$ cat config.mk
export PLATFORM = sky130hd
export DESIGN_NAME = rom_loader
export DESIGN_NICKNAME = d
export VERILOG_FILES = /design/src/rtl/genesis_board_pkg.sv /design/src/rtl/rom_loader.sv
export SDC_FILE = /design/constraint.sdc
export NUM_CORES = 1
export LEC_CHECK = 0
export BUFFER_PORTS_ARGS = -buffer_cell sky130_fd_sc_hd__buf_2
export CORE_MARGIN = 2
export CORE_UTILIZATION = 55
export DETAILED_ROUTE_END_ITERATION = 16
export GPL_TIMING_DRIVEN = 1
export PLACE_DENSITY_LB_ADDON = 0.2
export SKIP_LAST_GASP = 1
export SYNTH_ARGS = -nofsm -noshare
export SYNTH_HDL_FRONTEND = slang
export SYNTH_SLANG_ARGS = --single-unit
$ cat constraint.sdc
create_clock -name iclk -period 3.6 [get_ports iclk]
set_input_delay 0.36 -clock iclk [delete_from_list [all_inputs] [get_ports iclk]]
set_output_delay 0.36 -clock iclk [all_outputs]
set_load 0.02 [all_outputs]
$ cat src/rtl/genesis_board_pkg.sv
// ---------------------------------------------------------------------------
// Module   : genesis_board_pkg
// Purpose  : Shared types and constants for the Genesis board top level.
//            Holds the ROM loader state encoding and the word indices used
//            by the optional header checksum verification.
// Revision : 1.0 - initial release
// ---------------------------------------------------------------------------
`default_nettype none

package genesis_board_pkg;

  // ROM loader transfer states
  typedef enum logic [2:0] {
    ST_IDLE  = 3'd0,
    ST_REQ   = 3'd1,
    ST_WAIT  = 3'd2,
    ST_WRITE = 3'd3,
    ST_DONE  = 3'd4
  } state_t;

  // Word index of the checksum field in the cartridge header (byte 0x18E)
  localparam logic [21:0] HDR_CHECKSUM_WIDX   = 22'h0C7;
  // First word index covered by the checksum (byte 0x200)
  localparam logic [21:0] CHECKSUM_START_WIDX = 22'h100;

endpackage

`default_nettype wire

$ cat src/rtl/rom_loader.sv
// ---------------------------------------------------------------------------
// Module   : rom_loader
// Purpose  : Streams a cartridge ROM image from parallel flash into the
//            core's ROM download port. Talks to the flash reader through a
//            toggle req/ack handshake (one 16-bit word per toggle) and honours
//            downstream backpressure on the download port.
// Config   : define ROM_LOADER_CHECKSUM_EN to verify the Genesis header
//            checksum; otherwise ochecksum_ok simply follows odone.
// Ports    : iclk/ireset        - clock, synchronous active-high reset
//            istart             - start pulse (ignored while busy / in delay)
//            ibase_addr/ilength - flash byte address of word 0, word count
//            ofl_addr/ofl_req   - flash request address and request toggle
//            ifl_ack/ifl_dout   - flash ack toggle and returned word
//            oioctl_*           - ROM download port (download, wr, addr, data)
//            iioctl_wait        - downstream stall
//            obusy/odone        - transfer in progress / sticky completion
//            ochecksum_ok       - header checksum result, valid with odone
// Revision : 1.0 - initial release
// ---------------------------------------------------------------------------
`default_nettype none

module rom_loader
  import genesis_board_pkg::*;
#(
  parameter int START_DELAY = 32
) (
  input  logic        iclk,
  input  logic        ireset,
  input  logic        istart,
  input  logic [22:0] ibase_addr,
  input  logic [21:0] ilength,
  output logic [22:0] ofl_addr,
  output logic        ofl_req,
  input  logic        ifl_ack,
  input  logic [15:0] ifl_dout,
  output logic        oioctl_download,
  output logic        oioctl_wr,
  output logic [23:0] oioctl_addr,
  output logic [15:0] oioctl_data,
  input  logic        iioctl_wait,
  output logic        obusy,
  output logic        odone,
  output logic        ochecksum_ok
);

  localparam int c_delay_w = (START_DELAY < 1) ? 1 : $clog2(START_DELAY + 1);
  localparam logic [c_delay_w-1:0] c_delay_init = START_DELAY[c_delay_w-1:0];
  localparam logic [c_delay_w-1:0] c_delay_one  = 1;

  state_t             r_state;
  state_t             w_state_nxt;
  logic [c_delay_w-1:0] r_delay;
  logic [22:0]        r_base;
  logic [21:0]        r_len;
  logic [21:0]        r_idx;
  logic [22:0]        r_fl_addr;
  logic               r_fl_req;
  logic               r_download;
  logic               r_wr;
  logic [23:0]        r_io_addr;
  logic [15:0]        r_io_data;
  logic               r_busy;
  logic               r_done;

  logic               w_accept;
  logic               w_ack_match;
  logic               w_write_go;
  logic               w_last;

  assign w_accept    = (r_state == ST_IDLE) && istart && (r_delay == '0);
  // The reader answers a request by copying req into ack.
  assign w_ack_match = (ifl_ack == r_fl_req);
  assign w_write_go  = (r_state == ST_WRITE) && !iioctl_wait;
  assign w_last      = (r_idx == (r_len - 22'd1));

  // State register
  always_ff @(posedge iclk) begin
    if (ireset) begin
      r_state <= ST_IDLE;
    end else begin
      r_state <= w_state_nxt;
    end
  end

  // Next-state logic
  always_comb begin
    w_state_nxt = r_state;
    case (r_state)
      ST_IDLE:  if (w_accept) w_state_nxt = (ilength == 22'd0) ? ST_DONE : ST_REQ;
      ST_REQ:   w_state_nxt = ST_WAIT;
      ST_WAIT:  if (w_ack_match) w_state_nxt = ST_WRITE;
      ST_WRITE: if (w_write_go) w_state_nxt = w_last ? ST_DONE : ST_REQ;
      ST_DONE:  w_state_nxt = ST_IDLE;
      default:  w_state_nxt = ST_IDLE;
    endcase
  end

  // Datapath and registered outputs
  always_ff @(posedge iclk) begin
    if (ireset) begin
      r_delay    <= c_delay_init;
      r_base     <= '0;
      r_len      <= '0;
      r_idx      <= '0;
      r_fl_addr  <= '0;
      r_fl_req   <= 1'b0;
      r_download <= 1'b0;
      r_wr       <= 1'b0;
      r_io_addr  <= '0;
      r_io_data  <= '0;
      r_busy     <= 1'b0;
      r_done     <= 1'b0;
    end else begin
      r_wr <= 1'b0;
      if (r_delay != '0) begin
        r_delay <= r_delay - c_delay_one;
      end
      case (r_state)
        ST_IDLE: begin
          if (w_accept) begin
            r_base     <= ibase_addr & 23'h7F_FFFE;
            r_len      <= ilength;
            r_idx      <= '0;
            r_busy     <= 1'b1;
            r_done     <= 1'b0;
            r_download <= 1'b1;
          end
        end
        ST_REQ: begin
          // 23-bit sum: wraps silently at the top of the 8 MB flash
          r_fl_addr <= r_base + {r_idx, 1'b0};
          r_fl_req  <= ~r_fl_req;
        end
        ST_WAIT: begin
          if (w_ack_match) begin
            // Flash holds the even byte in [7:0]; ROM words are big-endian.
            r_io_data <= {ifl_dout[7:0], ifl_dout[15:8]};
            r_io_addr <= {1'b0, r_idx, 1'b0};
          end
        end
        ST_WRITE: begin
          if (!iioctl_wait) begin
            r_wr <= 1'b1;
            if (!w_last) begin
              r_idx <= r_idx + 22'd1;
            end
          end
        end
        ST_DONE: begin
          r_download <= 1'b0;
          r_busy     <= 1'b0;
          r_done     <= 1'b1;
        end
        default: ;
      endcase
    end
  end

`ifdef ROM_LOADER_CHECKSUM_EN
  logic [15:0] r_sum;
  logic [15:0] r_hdr;
  logic        r_hdr_seen;
  logic        r_ck_ok;

  always_ff @(posedge iclk) begin
    if (ireset) begin
      r_sum      <= '0;
      r_hdr      <= '0;
      r_hdr_seen <= 1'b0;
      r_ck_ok    <= 1'b0;
    end else begin
      if (w_accept) begin
        r_sum      <= '0;
        r_hdr      <= '0;
        r_hdr_seen <= 1'b0;
        r_ck_ok    <= 1'b0;
      end
      if (w_write_go) begin
        if (r_idx >= CHECKSUM_START_WIDX) begin
          r_sum <= r_sum + r_io_data;
        end
        if (r_idx == HDR_CHECKSUM_WIDX) begin
          r_hdr      <= r_io_data;
          r_hdr_seen <= 1'b1;
        end
      end
      // A short image never loads the header word, so it can never match.
      if (r_state == ST_DONE) begin
        r_ck_ok <= r_hdr_seen && (r_sum == r_hdr);
      end
    end
  end

  assign ochecksum_ok = r_ck_ok;
`else
  assign ochecksum_ok = r_done;
`endif

  assign ofl_addr        = r_fl_addr;
  assign ofl_req         = r_fl_req;
  assign oioctl_download = r_download;
  assign oioctl_wr       = r_wr;
  assign oioctl_addr     = r_io_addr;
  assign oioctl_data     = r_io_data;
  assign obusy           = r_busy;
  assign odone           = r_done;

endmodule

`default_nettype wire

After elaboration in Yosys (flattened, before gate mapping):

Cells that the tools add are included.

* flip-flop bits (word level): 140
* bits of input ports: 66

* add/sub/neg operators: 4
* equal/unequal tests: 11
* mux-type cells: 15
* bitwise gates (word level): 2
* reduce and logical (&&, ||, !) cells: 16

Operator list (number)
* $mux W22: 3
* $pmux W22 S2: 1
* $add A23 B23 Y23: 1
* $add A22 B1 Y22 const B: 1
* $eq A22 B22 Y1: 1
* $logic_not A22 Y1: 1
* $sub A22 B1 Y22 const B: 1
* $mux W3: 5
* $pmux W3 S4: 1
* $ne A2 B2 Y1 const B: 5
* $eq A3 B2 Y1 const B: 2
* $logic_not A6 Y1: 1
* $reduce_and A2 Y1: 3
* $reduce_bool A6 Y1: 1
* $sub A6 B1 Y6 const B: 1
* $pmux W1 S2: 2
* $reduce_and A4 Y1: 1
* $reduce_bool A2 Y1: 2
* $eq A3 B1 Y1 const B: 1
* $eq A3 B3 Y1 const B: 1
* $logic_and A1 B1 Y1: 3
* $logic_not A3 Y1: 1
* $mux W1: 3
* $reduce_and A3 Y1: 1
* other kinds (4): 5

Longest topological paths before layout:

Gate-level depths: netlist (run 1).

* depth in word-level cells: 5
* mapped depth: 12

Least setup slack after synthesis (run 1):

Ideal clock, no wire load.

* path type: register to register
* from: register r_len[5]
* to: register r_idx[15]
* arrival time: 2.942 ns
* path slack: 0.537 ns
* stages on the path, launching flop included: 13
* period minus slack after synthesis: 3.063 ns
* cells stage by stage: dfxtp_1 > or4_1 > buf_2 > or4_4 > buf_6 > nor4_2 > o22ai_1 > nor4_2 > and4_4 > buf_6 > buf_12 > nor3_2 > mux2i_1

* cells in the longest elaborated chain, start to end: 4

RTL lines
* start: declaration: line rom_loader.sv:54 `logic [21:0] r_len;`
* start signal: assignment: line rom_loader.sv:122 `r_len <= ilength;`
* $sub A22 B1 Y22: line rom_loader.sv:74 `assign w_last = (r_idx == (r_len - 22'd1));`
* $eq A22 B22 Y1: line rom_loader.sv:74
* $ne A2 B2 Y1 (no line)
* $reduce_and A4 Y1 (no line)
* end signal: assignment: line rom_loader.sv:145 `r_idx <= r_idx + 22'd1;`
* end: declaration: line rom_loader.sv:55 `logic [21:0] r_idx;`

Every way passes these cells.
A chain may end at the register's enable or synchronous reset.

Worst setup path in the final report (run 1):

* from: register r_len[0]
* to: register r_idx[3]

The elaborated chain is that of the path after synthesis.

==> results of run 1 <==
==> registers in the layout, summed over array words and instances, names as in the netlist <==
register      flops
obusy             1
ochecksum_ok      1
ofl_addr         22
ofl_req           1
oioctl_addr      22
oioctl_data      16
oioctl_wr         1
r_base           22
r_delay           6
r_idx            22
r_len            22
r_state           3
==> synth_stat cells (all sizes together), types with 6 or more instances <==
| cell | count |
|---|---|
| nor3b | 6 |
| a21o | 7 |
| o21ai | 17 |
| dfxtp | 139 |
| buf | 17 |
| nand3 | 26 |
| mux2i | 20 |
| nor2b | 6 |
| or4 | 12 |
| o31a | 6 |
| a211oi | 10 |
| or2 | 23 |
| nand4 | 11 |
| xor2 | 11 |
| o211ai | 6 |
| and2 | 6 |
| ha | 24 |
| nor4 | 17 |
| inv | 17 |
| a31oi | 8 |
| nand2 | 234 |
| xnor2 | 28 |
| nor2 | 34 |
| clkbuf | 44 |
| nor3 | 29 |
| and3 | 8 |
| a21oi | 121 |
==> cells by family after synthesis <==
family,Yosys count,share of synthesized area
simple gates,435,0.2844
compound gates,211,0.1712
flops,139,0.3769
buf+inv,78,0.04711
xor+xnor,40,0.04948
fa+ha+maj,25,0.04338
mux,20,0.02711
other cells,1,0.0005079
==> where the power goes <==
part           internal (µW)  total [µW]  switching, µW
logic                    432        1140            713
clock network           1090        1770            683
registers               1650        1740           97.0
==> worst max-delay path: cells and delay by family, from the launching register on <==
family	cells	cell delay [ns]
and+or+nand+nor	3	1.82
muxes	1	0.22
AOI/OAI and AO/OA	4	0.93
DFF	1	0.35
==> worst paths after layout <==
kind	to	from	cells after the start	slack, ns
max	r_idx[3]$_SDFFE_PP0P_	r_len[0]$_SDFFE_PP0P_	8	0.20
min	r_base[3]$_SDFFE_PP0P_	ibase_addr[3]	3	0.18
max reg2reg	r_idx[3]$_SDFFE_PP0P_	r_len[0]$_SDFFE_PP0P_	8	0.20
min reg2reg	oioctl_addr[8]$_SDFFE_PP0P_	oioctl_addr[8]$_SDFFE_PP0P_	2	0.45
==> cell type report <==
type	count	area, µm²	share of cell area
timing repair buffer	152	818.3	0.09348
multi-input combinational	734	4268	0.4876
tap	176	220.2	0.02516
clock buffer	17	425.4	0.04860
sequential	139	2783	0.3179
inverter	17	63.81	0.007290
clock inverter	15	175.2	0.02001
==> layer usage <==
layer  track usage  vias to the layer above  part of all wire
li1              -                     3562                 -
met1        0.3789                     3322              0.45
met2        0.4371                      255              0.46
met3       0.05513                       35             0.071
met4       0.09632                        0             0.022
met5             0                        -                 0
==> through the flow <==
| stage | total power (µW) | hold slack (ns) | setup slack (ns) | cells |
|---|---|---|---|---|
| 4_1_cts | 4668 | 0.1648 | 0.2495 | 1250 |
| 3_3_place_gp | 2884 | 0.4369 | 0.2911 | 1218 |
| 2_1_floorplan | 2617 | 0.4387 | 0.5370 | 951 |
| 6_report | 4656 | 0.1786 | 0.2013 | 1250 |
| 3_5_place_dp | 2903 | 0.4431 | 0.2655 | 1218 |
| 5_1_grt | 4876 | 0.1695 | 0.02028 | 1250 |
==> metrics.txt, run 1 <==
hpwl dp=13860 µm; Leak=between 0.003 and 0.004 µW; relative slew slack=0.4424; share of layout cells above drive strength 1=0.2104; Pre-antenna DRT Iters=6; Worst Clk Skew=0.006513 ns; DR vias=7174; Yosys reg bits=~140; Crit-path slowest cell=or4b_2; outcome=complete, no violations; commonest non-fill, non-tap cell in the layout=nand2_1; Synth Flop Type=dfxtp_1; Yosys cell types=between 60 and 70; ranking of synthesized cells by area=dfxtp_1 38%, nand2_1 12%, a21oi_1 8.2%; Final TNS setup=0 ns; clock sink count=around 140; PwrDens=531.9 nW/µm²; CTS max path bufs=2; DP Area=a little over 8000 µm²; Pins Over Slew Limit=0; Setup violations, final=0; Worst-Skew Late Latency=between 0.4 and 0.5 ns; kind of critical path=reg -> reg; Fillers=between 1000 and 1500; Synth async-reset ratio=0; first-pass GRT wire length=31880 µm; sequential element share of the synthesized area=0.3769; Final Hold Viols=0; Critical Path RT=between 3 and 4 ns; CTS root buffer=clkbuf_16; final worst path period share=0.9441; core area=around 13000 µm²; CP max FO=6; setup bufs post-CTS=0; Mean Syn Cell Area=roughly 7.8 µm²; most frequent cells in the layout=234 x nand2_1, 139 x dfxtp_1, 129 x buf_2; Worst Hold Class=in -> reg; count of cells resized by post-cts repair=0; Post-Layout Inst Area=about 8800 µm²; Max-Cap Viols=0; Worst Tran Pin Value=roughly 0.84 ns; Startpoint Class=flop; clk slew on worst S/H paths=0.06 ns; grt ovf=0; Worst path max stage delay=a little under 0.7 ns; post-synth top area share=0.3769; num rows=42; Post-Syn Area=7383 µm²; Fmax achieved=roughly 290 MHz; hold buffer count at cts=0; antenna-violating nets left=0; Tot GR Track Use=0.2771; overall routed net length=between 15000 and 20000 µm; VDD IR max=between 0.3 and 0.4 mV; Layout area overhead=18.56%; leading area contributor after synthesis=dfxtp_1; fin util=0.6636; initial antenna violation count=0; cts bufs inserted=17; Syn. warnings=0; routability congestion estimate=0.9728; I/O Buffers=130; Die Height=119.9 µm; IO Count=between 100 and 150; Worst Path Arrival=between 3 and 4 ns; pin count of the biggest net entering global routing=65; cells along the critical path=or4_1 -> or4b_2 -> a221oi_1 -> o221ai_1 -> nor4_1 -> a31oi_1 -> o211ai_1 -> mux2i_1; Starting Density=0.5598; vias in the first global route=around 6500; Avg Vias per Cell=roughly 5.7; Setup crit end kind=flop; # nets final=about 1200; CTS tree=done; die width=approximately 120 µm; Post-Syn Instances=949; RSZ-0062 raised after global routing=false; DRC Markers=0; die area=approximately 14000 µm²; initial DRC count=approximately 750; WL per Instance=15.82 µm; Final min period=3.399 ns; Clock H-tree levels=4; Antenna Cells=0; Post-synth EDFFs=0
(Power assumes the default switching activity.)
==> inputs of run 2 (changes only) <==
--- a/config.mk
+++ b/config.mk
@@ -6,6 +6,7 @@
 export NUM_CORES = 1
 export LEC_CHECK = 0
 export BUFFER_PORTS_ARGS = -buffer_cell sky130_fd_sc_hd__buf_2
+export CORE_ASPECT_RATIO = 0.6
 export CORE_MARGIN = 2
 export CORE_UTILIZATION = 55
 export DETAILED_ROUTE_END_ITERATION = 16
==> metrics.txt, run 2 (same netlist as run 1, synthesis figures left out) <==
Startpoint Class=flop; Worst path max stage delay=between 0.5 and 0.6 ns; core area=about 13000 µm²; initial DRC count=597; num rows=32; DR vias=approximately 7200; die area=14400 µm²; overall routed net length=20650 µm; most frequent cells in the layout=234 x nand2_1, 139 x dfxtp_1, 129 x buf_2; Crit-path slowest cell=or4_1; VDD IR max=0.2799 mV; Fmax achieved=~300 MHz; Setup violations, final=0; first-pass GRT wire length=~33000 µm; die width=153.6 µm; IO Count=about 140; Worst Clk Skew=around 0.0070 ns; Clock H-tree levels=4; Worst Tran Pin Value=0.8683 ns; outcome=complete, no violations; Worst Path Arrival=approximately 3.7 ns; initial antenna violation count=0; hpwl dp=between 10000 and 15000 µm; Pre-antenna DRT Iters=5; Avg Vias per Cell=~5.8; DRC Markers=0; Leak=around 0.0035 µW; Pins Over Slew Limit=0; commonest non-fill, non-tap cell in the layout=nand2_1; antenna-violating nets left=0; count of cells resized by post-cts repair=0; relative slew slack=0.4211; Setup crit end kind=flop; CTS tree=done; grt ovf=0; setup bufs post-CTS=0; # nets final=roughly 1200; vias in the first global route=about 6500; I/O Buffers=between 100 and 150; routability congestion estimate=between 0.9 and 1; Starting Density=0.5692; cts bufs inserted=17; CTS root buffer=clkbuf_16; Critical Path RT=about 4 ns; Worst-Skew Late Latency=~0.42 ns; Layout area overhead=18.59%; CP max FO=6; clk slew on worst S/H paths=about 0.070 ns; final worst path period share=0.9321; CTS max path bufs=2; Pwr Total=4661 µW; CP most frequent cell=or4_1; Tot GR Track Use=0.2896; Antenna Cells=0; pin count of the biggest net entering global routing=66; Final min period=approximately 3.4 ns; clock sink count=around 140; Final TNS setup=0 ns; PwrDens=roughly 530 nW/µm²; kind of critical path=reg -> reg; WL per Instance=16.55 µm; Final Hold Viols=0; share of layout cells above drive strength 1=0.2134; cells along the critical path=or4_1 -> buf_4 -> or4_1 -> a221oi_1 -> o221ai_1 -> nor4_1 -> a31oi_1 -> o211ai_1 -> mux2i_1; Worst Hold Class=in -> reg; RSZ-0062 raised after global routing=false; Max-Cap Viols=0; Die Height=93.75 µm; hold buffer count at cts=0
## run 2: cell count changes in the layout (fill, tap and decap cells not counted), sizes merged
cell,before,now
buf,152,156
bufinv,3,1
clkinv,4,2
clkinvlp,7,4
inv,18,25
## run 2: critical path: cells and delay by family (launching register included)
family / cells / cell delay, ns
AO/OA/AOI/OAI: 4 / 0.94
buffers and inverters: 1 / 0.19
flip-flops: 1 / 0.36
multiplexers: 1 / 0.20
AND/OR/NAND/NOR: 3 / 1.60
## run 2: power breakdown
group / internal, µW / leakage, µW / switching [µW]
logic: 438 / 0.00212 / 743
registers: 1640 / 0.00112 / 98.7
clock network: 976 / 0.000273 / 760
total: 3060 / 0.00352 / 1600
## run 2: layer usage
layer  global-route usage  up-vias  wire, µm
met5                    0        -         0
met4               0.1024        0       365
met3              0.08026       35      2262
met2               0.4044      328      8124
met1               0.4237     3262      9900
li1                     -     3565         -
## run 2: layout make-up
class,instances,area [µm²]
inverters,17,63.81
repair buffers,156,848.3
flip-flops and latches,139,2783
multi-input cells,734,4268
clock buffers,17,425.4
well taps,170,212.7
clock inverters,15,155.1
fillers,1128,4217
## run 2: worst paths after layout
kind | to | slack, ns | start | cells after the start
setup / recovery | r_idx[3]$_SDFFE_PP0P_ | 0.24 | r_len[0]$_SDFFE_PP0P_ | 9
hold / removal | r_base[20]$_SDFFE_PP0P_ | 0.17 | ibase_addr[20] | 3
setup reg to reg | r_idx[3]$_SDFFE_PP0P_ | 0.24 | r_len[0]$_SDFFE_PP0P_ | 9
hold reg to reg | ofl_addr[9]$_SDFFE_PP0P_ | 0.45 | ofl_addr[9]$_SDFFE_PP0P_ | 2
## run 2: stage by stage
| stage | worst slack (ns) | hold WS, ns | area, µm² | cells | utilization |
|---|---|---|---|---|---|
| after detailed placement | 0.3501 | 0.4426 | 8175 | 1216 | 0.6302 |
| final | 0.2445 | 0.1683 | 8756 | 1248 | 0.6750 |
| after global placement | 0.3687 | 0.4373 | 8175 | 1216 | 0.6302 |
| after CTS | 0.2905 | 0.1592 | 8756 | 1248 | 0.6750 |
| after floorplan | 0.5370 | 0.4387 | 7391 | 951 | - |
| after global routing | 0.09488 | 0.1766 | 8756 | 1248 | 0.6750 |
